### src/rtl/mem_access_ctrl_pkg.sv
// Shared types and constants for the MEM-stage access controller.
package mem_access_ctrl_pkg;

    localparam int DMEM_ADDR_W = 64;
    localparam int DMEM_DATA_W = 64;
    localparam int STALL_CNT_W = 32;

    typedef enum logic [1:0] {
        MEMC_IDLE = 2'd0,
        MEMC_REQ  = 2'd1,
        MEMC_WAIT = 2'd2,
        MEMC_RESP = 2'd3
    } memc_state_e;

    // A new access may start only for a real load/store that is not being flushed.
    function automatic logic is_mem_start(input logic valid, input logic load,
                                          input logic store, input logic flush);
        return valid & (load | store) & ~flush;
    endfunction

endpackage

### src/rtl/mem_access_ctrl_timer.sv
// WAIT-state timeout counter: clears while idle, counts while enabled,
// and flags the last permitted WAIT cycle.
module mem_ctrl_timer #(
    parameter int TIMEOUT_CYCLES = 255,
    parameter int CNT_W          = $clog2(TIMEOUT_CYCLES + 1)
) (
    input  logic clk,
    input  logic rst,
    input  logic clr_i,
    input  logic en_i,
    output logic expired_o
);

    localparam logic [CNT_W-1:0] LAST = CNT_W'(TIMEOUT_CYCLES - 1);

    logic [CNT_W-1:0] cnt_q;
    logic [CNT_W-1:0] cnt_d;

    assign expired_o = (cnt_q == LAST);

    // Next count: hold at the last value rather than wrap.
    always_comb begin
        cnt_d = cnt_q;
        if (clr_i) begin
            cnt_d = '0;
        end else if (en_i && !expired_o) begin
            cnt_d = cnt_q + CNT_W'(1);
        end
    end

    // Count register.
    always_ff @(posedge clk) begin
        if (rst) begin
            cnt_q <= '0;
        end else begin
            cnt_q <= cnt_d;
        end
    end

endmodule

### src/rtl/mem_access_ctrl.sv
// MEM-stage access sequencer: issues one data-memory request per load/store,
// freezes the upstream pipeline while it is in flight, and hands the result
// to MEM/WB with a one-cycle done pulse.
// Optional build macro MEM_STALL_CNT_EN adds a saturating stall-cycle counter;
// without it stall_cnt_o is constant zero.
//
// state     | meaning
// ----------+-------------------------------------------------------------
// MEMC_IDLE | no access; start one when EX/MEM holds an unflushed load/store
// MEMC_REQ  | request valid on the bus, fields held until ready
// MEMC_WAIT | request accepted, waiting for response or timeout
// MEMC_RESP | done pulse, stall released so EX/MEM advances; back to IDLE
module mem_access_ctrl
    import mem_access_ctrl_pkg::*;
#(
    parameter int ADDR_W         = DMEM_ADDR_W,
    parameter int DATA_W         = DMEM_DATA_W,
    parameter int TIMEOUT_CYCLES = 255
) (
    input  logic                   clk,
    input  logic                   rst,
    input  logic                   mem_op_valid_i,
    input  logic                   mem_is_load_i,
    input  logic                   mem_is_store_i,
    input  logic                   flush_i,
    input  logic [ADDR_W-1:0]      mem_addr_i,
    input  logic [DATA_W-1:0]      mem_wdata_i,
    input  logic [DATA_W/8-1:0]    mem_wmask_i,
    output logic                   dmem_req_valid_o,
    input  logic                   dmem_req_ready_i,
    output logic                   dmem_req_wen_o,
    output logic [ADDR_W-1:0]      dmem_req_addr_o,
    output logic [DATA_W-1:0]      dmem_req_wdata_o,
    output logic [DATA_W/8-1:0]    dmem_req_wmask_o,
    input  logic                   dmem_rsp_valid_i,
    input  logic [DATA_W-1:0]      dmem_rsp_rdata_i,
    input  logic                   dmem_rsp_err_i,
    output logic                   pipe_stall_o,
    output logic                   mem_done_o,
    output logic [DATA_W-1:0]      mem_rdata_o,
    output logic                   mem_err_o,
    output logic [STALL_CNT_W-1:0] stall_cnt_o
);

    localparam int MASK_W = DATA_W / 8;

    memc_state_e       state_q, state_d;
    logic              req_wen_q, req_wen_d;
    logic [ADDR_W-1:0] req_addr_q, req_addr_d;
    logic [DATA_W-1:0] req_wdata_q, req_wdata_d;
    logic [MASK_W-1:0] req_wmask_q, req_wmask_d;
    logic [DATA_W-1:0] rdata_q, rdata_d;
    logic              err_q, err_d;
    logic              start;
    logic              timer_expired;

    assign start = is_mem_start(mem_op_valid_i, mem_is_load_i, mem_is_store_i, flush_i);

    mem_ctrl_timer #(
        .TIMEOUT_CYCLES(TIMEOUT_CYCLES)
    ) u_timer (
        .clk      (clk),
        .rst      (rst),
        .clr_i    (state_q != MEMC_WAIT),
        .en_i     (state_q == MEMC_WAIT),
        .expired_o(timer_expired)
    );

    // Next state, request field capture, result capture and stall.
    always_comb begin
        state_d      = state_q;
        req_wen_d    = req_wen_q;
        req_addr_d   = req_addr_q;
        req_wdata_d  = req_wdata_q;
        req_wmask_d  = req_wmask_q;
        rdata_d      = rdata_q;
        err_d        = err_q;
        pipe_stall_o = 1'b0;
        case (state_q)
            MEMC_IDLE: begin
                if (start) begin
                    pipe_stall_o = 1'b1;
                    req_wen_d    = mem_is_store_i;
                    req_addr_d   = mem_addr_i;
                    req_wdata_d  = mem_is_store_i ? mem_wdata_i : '0;
                    req_wmask_d  = mem_is_store_i ? mem_wmask_i : '0;
                    state_d      = MEMC_REQ;
                end
            end
            MEMC_REQ: begin
                pipe_stall_o = 1'b1;
                if (dmem_req_ready_i) begin
                    state_d = MEMC_WAIT;
                end
            end
            MEMC_WAIT: begin
                pipe_stall_o = 1'b1;
                // A response in the timeout cycle still counts as a real response.
                if (dmem_rsp_valid_i) begin
                    rdata_d = req_wen_q ? '0 : dmem_rsp_rdata_i;
                    err_d   = dmem_rsp_err_i;
                    state_d = MEMC_RESP;
                end else if (timer_expired) begin
                    rdata_d = '0;
                    err_d   = 1'b1;
                    state_d = MEMC_RESP;
                end
            end
            MEMC_RESP: begin
                // The completed op is still visible on the inputs; never re-accept it here.
                state_d = MEMC_IDLE;
            end
            default: begin
                state_d = MEMC_IDLE;
            end
        endcase
    end

    // State and captured-field registers.
    always_ff @(posedge clk) begin
        if (rst) begin
            state_q     <= MEMC_IDLE;
            req_wen_q   <= 1'b0;
            req_addr_q  <= '0;
            req_wdata_q <= '0;
            req_wmask_q <= '0;
            rdata_q     <= '0;
            err_q       <= 1'b0;
        end else begin
            state_q     <= state_d;
            req_wen_q   <= req_wen_d;
            req_addr_q  <= req_addr_d;
            req_wdata_q <= req_wdata_d;
            req_wmask_q <= req_wmask_d;
            rdata_q     <= rdata_d;
            err_q       <= err_d;
        end
    end

    assign dmem_req_valid_o = (state_q == MEMC_REQ);
    assign dmem_req_wen_o   = req_wen_q;
    assign dmem_req_addr_o  = req_addr_q;
    assign dmem_req_wdata_o = req_wdata_q;
    assign dmem_req_wmask_o = req_wmask_q;
    assign mem_done_o       = (state_q == MEMC_RESP);
    assign mem_rdata_o      = rdata_q;
    assign mem_err_o        = err_q;

`ifdef MEM_STALL_CNT_EN
    logic [STALL_CNT_W-1:0] stall_cnt_q;

    // Saturating count of stalled cycles; only reset clears it.
    always_ff @(posedge clk) begin
        if (rst) begin
            stall_cnt_q <= '0;
        end else if (pipe_stall_o && (stall_cnt_q != '1)) begin
            stall_cnt_q <= stall_cnt_q + STALL_CNT_W'(1);
        end
    end

    assign stall_cnt_o = stall_cnt_q;
`else
    assign stall_cnt_o = '0;
`endif

endmodule

### config.mk
export PLATFORM = sky130hd
export DESIGN_NAME = mem_access_ctrl
export DESIGN_NICKNAME = d
export VERILOG_FILES = /design/src/rtl/mem_access_ctrl_pkg.sv /design/src/rtl/mem_access_ctrl_timer.sv /design/src/rtl/mem_access_ctrl.sv
export SDC_FILE = /design/constraint.sdc
export NUM_CORES = 1
export LEC_CHECK = 0
export BUFFER_PORTS_ARGS = -buffer_cell sky130_fd_sc_hd__buf_2
export CAP_MARGIN = 25
export CORE_AREA = 3 3 171 173
export CTS_CLUSTER_DIAMETER = 40
export CTS_CLUSTER_SIZE = 14
export DETAILED_ROUTE_END_ITERATION = 12
export DIE_AREA = 0 0 174 176
export HOLD_SLACK_MARGIN = 0.05
export PLACE_DENSITY_LB_ADDON = 0.25
export REMOVE_ABC_BUFFERS = 1
export SETUP_SLACK_MARGIN = 0.2
export SLEW_MARGIN = 0
export SYNTH_ARGS = -nofsm -noshare
export SYNTH_HDL_FRONTEND = slang
export SYNTH_SLANG_ARGS = --single-unit
### constraint.sdc
create_clock -name clk -period 3.9 [get_ports clk]
set_input_delay 0.78 -clock clk [delete_from_list [all_inputs] [get_ports clk]]
set_output_delay 0.78 -clock clk [all_outputs]
set_load 0.03 [all_outputs]
==> results.sh <==
export IMPL_cts_made_buffers=36
export IMPL_final_cells=1777
export IMPL_pwr_share_seq=0.354
export IMPL_routedWlPerCell_um=15.1
export IMPL_io_pins=446
export IMPL_grt_pass1_wl_um=41600
export IMPL_relSlewSlack=0.435
export IMPL_chipHeight_um=176
export IMPL_cap_viol_max_count=0
export IMPL_dp_hpwl_um=18800
export IMPL_syn_to_final_growth_pct=40.0
export IMPL_grt_pass1_vias=7830
export IMPL_p_per_area_nw_per_um2=570
export IMPL_avgSynthCellArea_um2=8.54
export IMPL_worstMarginPinSlew_ps=844
export IMPL_cp_end_kind="output port"
export IMPL_crit_type="register to output port"
export IMPL_antenna_found_initial=0
export IMPL_drt_first_pass_iters=5
export IMPL_crit_chain="inv_1 -> ha_1 -> inv_1 -> nor4b_4 -> nor2_1 -> nor2_1 -> buf_2"
export IMPL_slowest_delay_ps=340
export IMPL_htreeDepth=2
export IMPL_grt_overflow_total=0
export IMPL_fmax_mhz=376
export IMPL_synthDistinctLibCells=34
export IMPL_whs_ps=444
export IMPL_crit_path_start_kind="register"
export IMPL_vias=7976
export IMPL_die_w_um=174
export IMPL_layout_common_cells="buf_2 (412), nand2_1 (271), dfxtp_1 (212)"
export IMPL_fin_crit_sh=0.682
export IMPL_rsz0062_at_grt="no"
export IMPL_syn_inst=988
export IMPL_status="finished, final reports clean"
export IMPL_antenna_left=0
export IMPL_peakVddDrop_mv=0.326
export IMPL_crit_arrival_ps=1880
export IMPL_post_cts_buffers=0
export IMPL_final_max_slew_violation_count=0
export IMPL_p_sw_frac=0.299
export IMPL_hold_path_class="register to register"
export IMPL_grt_max_degree=138
export IMPL_worst_path_max_delay_cell="nor4b_4"
export IMPL_intPower_uw=4720
export IMPL_ys_seq_area_frac=0.503
export IMPL_drt_iter0_markers=434
export IMPL_vias_per_cell=4.49
export IMPL_cp_num_buf_inv=3
export IMPL_ys_ff_latch=212
export IMPL_coreArea_um2=27800
export IMPL_path_clk_slew_ps=50
export IMPL_place_inst=1713
export IMPL_finalPower_uw=6740
export IMPL_power_frac_clock=0.462
export IMPL_pre_cts_slack_ps=1290
export IMPL_cts_hold_buf=0
export IMPL_gp_congestion=0.772
export IMPL_yosys_warnings=0
export IMPL_cts_resized_gates=0
export IMPL_dieArea_um2=30600
export IMPL_io_buffers=413
export IMPL_nets=1589
export IMPL_cts_buffer_depth=3
export IMPL_clockRootBuffer="clkbuf_16"
export IMPL_hold_violations=0
export IMPL_drt_wl_total_um=26900
export IMPL_setup_viol=0
export IMPL_syn_area_um2=8440
export IMPL_final_common_cell="buf_2"
export IMPL_p_switching_uw=2010
export IMPL_clkLatencyLatePin_ps=490
export IMPL_worst_ep_required_time_ps=3120
export IMPL_route_detailed_drc=0
export IMPL_cts_sinks=212
export IMPL_final_min_clock_period_ps=2660
export IMPL_path_delay_family="simple AND/OR/NAND/NOR gates"
export IMPL_start_util=0.304
export IMPL_track_usage=0.165
export IMPL_fin_skew_ps=15.0
export IMPL_setup_slack_ps=1240
export IMPL_p_comb_frac=0.184
export IMPL_p_leak_uw=0.00572
export IMPL_critical_path_max_fanout=4
export IMPL_cts_tree="done"
export IMPL_drive_gt1_frac=0.353
export IMPL_rows=61
==> tightest hold or removal path, cell delays in order, from the launching register on <==
cell and delay [ps]:
dfxtp_1 300, nand2_1 50, a21oi_1 50
==> metal layers <==
metal  wire length [um]  up-vias  track usage
met3               2250       49       0.0533
met5                  0        -            0
met2              12800      336        0.281
li1                   -     3958            -
met4                590        0       0.0496
met1              11200     3633        0.199
==> stage by stage <==
| step | util | cell area (um2) | setup TNS [ps] |
|---|---|---|---|
| CTS | 0.425 | 11800 | 0 |
| global route | 0.425 | 11800 | 0 |
| detailed placement | 0.382 | 10600 | 0 |
| finish | 0.425 | 11800 | 0 |
| floorplan | - | 7900 | -496360 |
| global placement | 0.382 | 10600 | 0 |
==> path summary, 6_finish.rpt <==
| path | start | end | slack (ps) | cells after the start |
|---|---|---|---|---|
| max | state_q[0]$_SDFFE_PP0P_ | pipe_stall_o | 1240 | 7 |
| min | dmem_req_wdata_o[44]$_SDFFE_PP0P_ | dmem_req_wdata_o[44]$_SDFFE_PP0P_ | 440 | 2 |
| max reg2reg | u_timer.cnt_q[0]$_SDFFE_PP0P_ | mem_rdata_o[61]$_SDFFE_PP0P_ | 1640 | 7 |
| min reg2reg | dmem_req_wdata_o[44]$_SDFFE_PP0P_ | dmem_req_wdata_o[44]$_SDFFE_PP0P_ | 440 | 2 |
==> flip-flops by register name, indices dropped and copies added (netlist names) <==
name / count
u_timer.cnt_q: 8
state_q: 2
dmem_req_wmask_o: 8
mem_err_o: 1
dmem_req_wdata_o: 64
mem_rdata_o: 64
dmem_req_wen_o: 1
dmem_req_addr_o: 64
==> cell type report <==
class	count	area (um2)
Sequential cell	212	4240
Multi-Input combinational cell	693	3660
Fill cell	2886	16000
Clock inverter	21	221
Antenna cell	1	2.50
Tap cell	378	473
Inverter	6	22.5
Timing Repair Buffer	424	2210
Clock buffer	42	985
==> synth_stat cells <==
cell type,n,area [um2]
o2111ai_1,1,8.76
or2_2,1,6.26
a221oi_1,2,17.5
clkbuf_1,37,139
nand2_1,271,1020
buf_4,36,270
nor2_1,11,41.3
dfxtp_1,212,4240
inv_1,6,22.5
nand2b_1,68,425
nor3_1,1,5.00
nor2_2,1,6.26
o211ai_1,1,7.51
nor4b_2,1,15.0
nor3b_1,2,15.0
o221ai_1,1,8.76
o21ai_1,1,5.00
a21oi_1,137,686
buf_6,12,135
xor2_1,2,17.5
mux2i_1,67,671
conb_1,1,3.75
nand4_4,1,21.3
ha_1,7,87.6
xnor2_1,1,8.76
or4b_1,1,10.0
o21ai_0,1,5.00
a31oi_1,2,12.5
o21a_1,1,7.51
a211oi_1,1,7.51
nand3_1,75,375
and3_1,1,6.26
o21bai_1,2,15.0
buf_2,23,115
==> cells by family (layout without fill, tap and decap cells) <==
logic type / Yosys count / after routing / synth area share
flip-flops: 212 / 212 / 0.503
AO/OA/AOI/OAI: 150 / 150 / 0.0925
AND/OR/NAND/NOR: 434 / 434 / 0.230
buffers and inverters: 114 / 493 / 0.0808
XOR/XNOR: 3 / 3 / 0.00311
other: 1 / 33 / 0.000444
multiplexers: 67 / 67 / 0.0795
adder cells (fa/ha/maj): 7 / 7 / 0.0104
==> power groups by stage <==
stage / combinational, uW / sequential (uW) / clock (uW)
floorplan: 563 / 2690 / 0
global placement: 1240 / 2430 / 0
detailed placement: 1250 / 2430 / 0
CTS: 1250 / 2390 / 3200
global route: 1340 / 2400 / 3300
finish: 1240 / 2390 / 3110
Power figures use the tool's default switching activity.
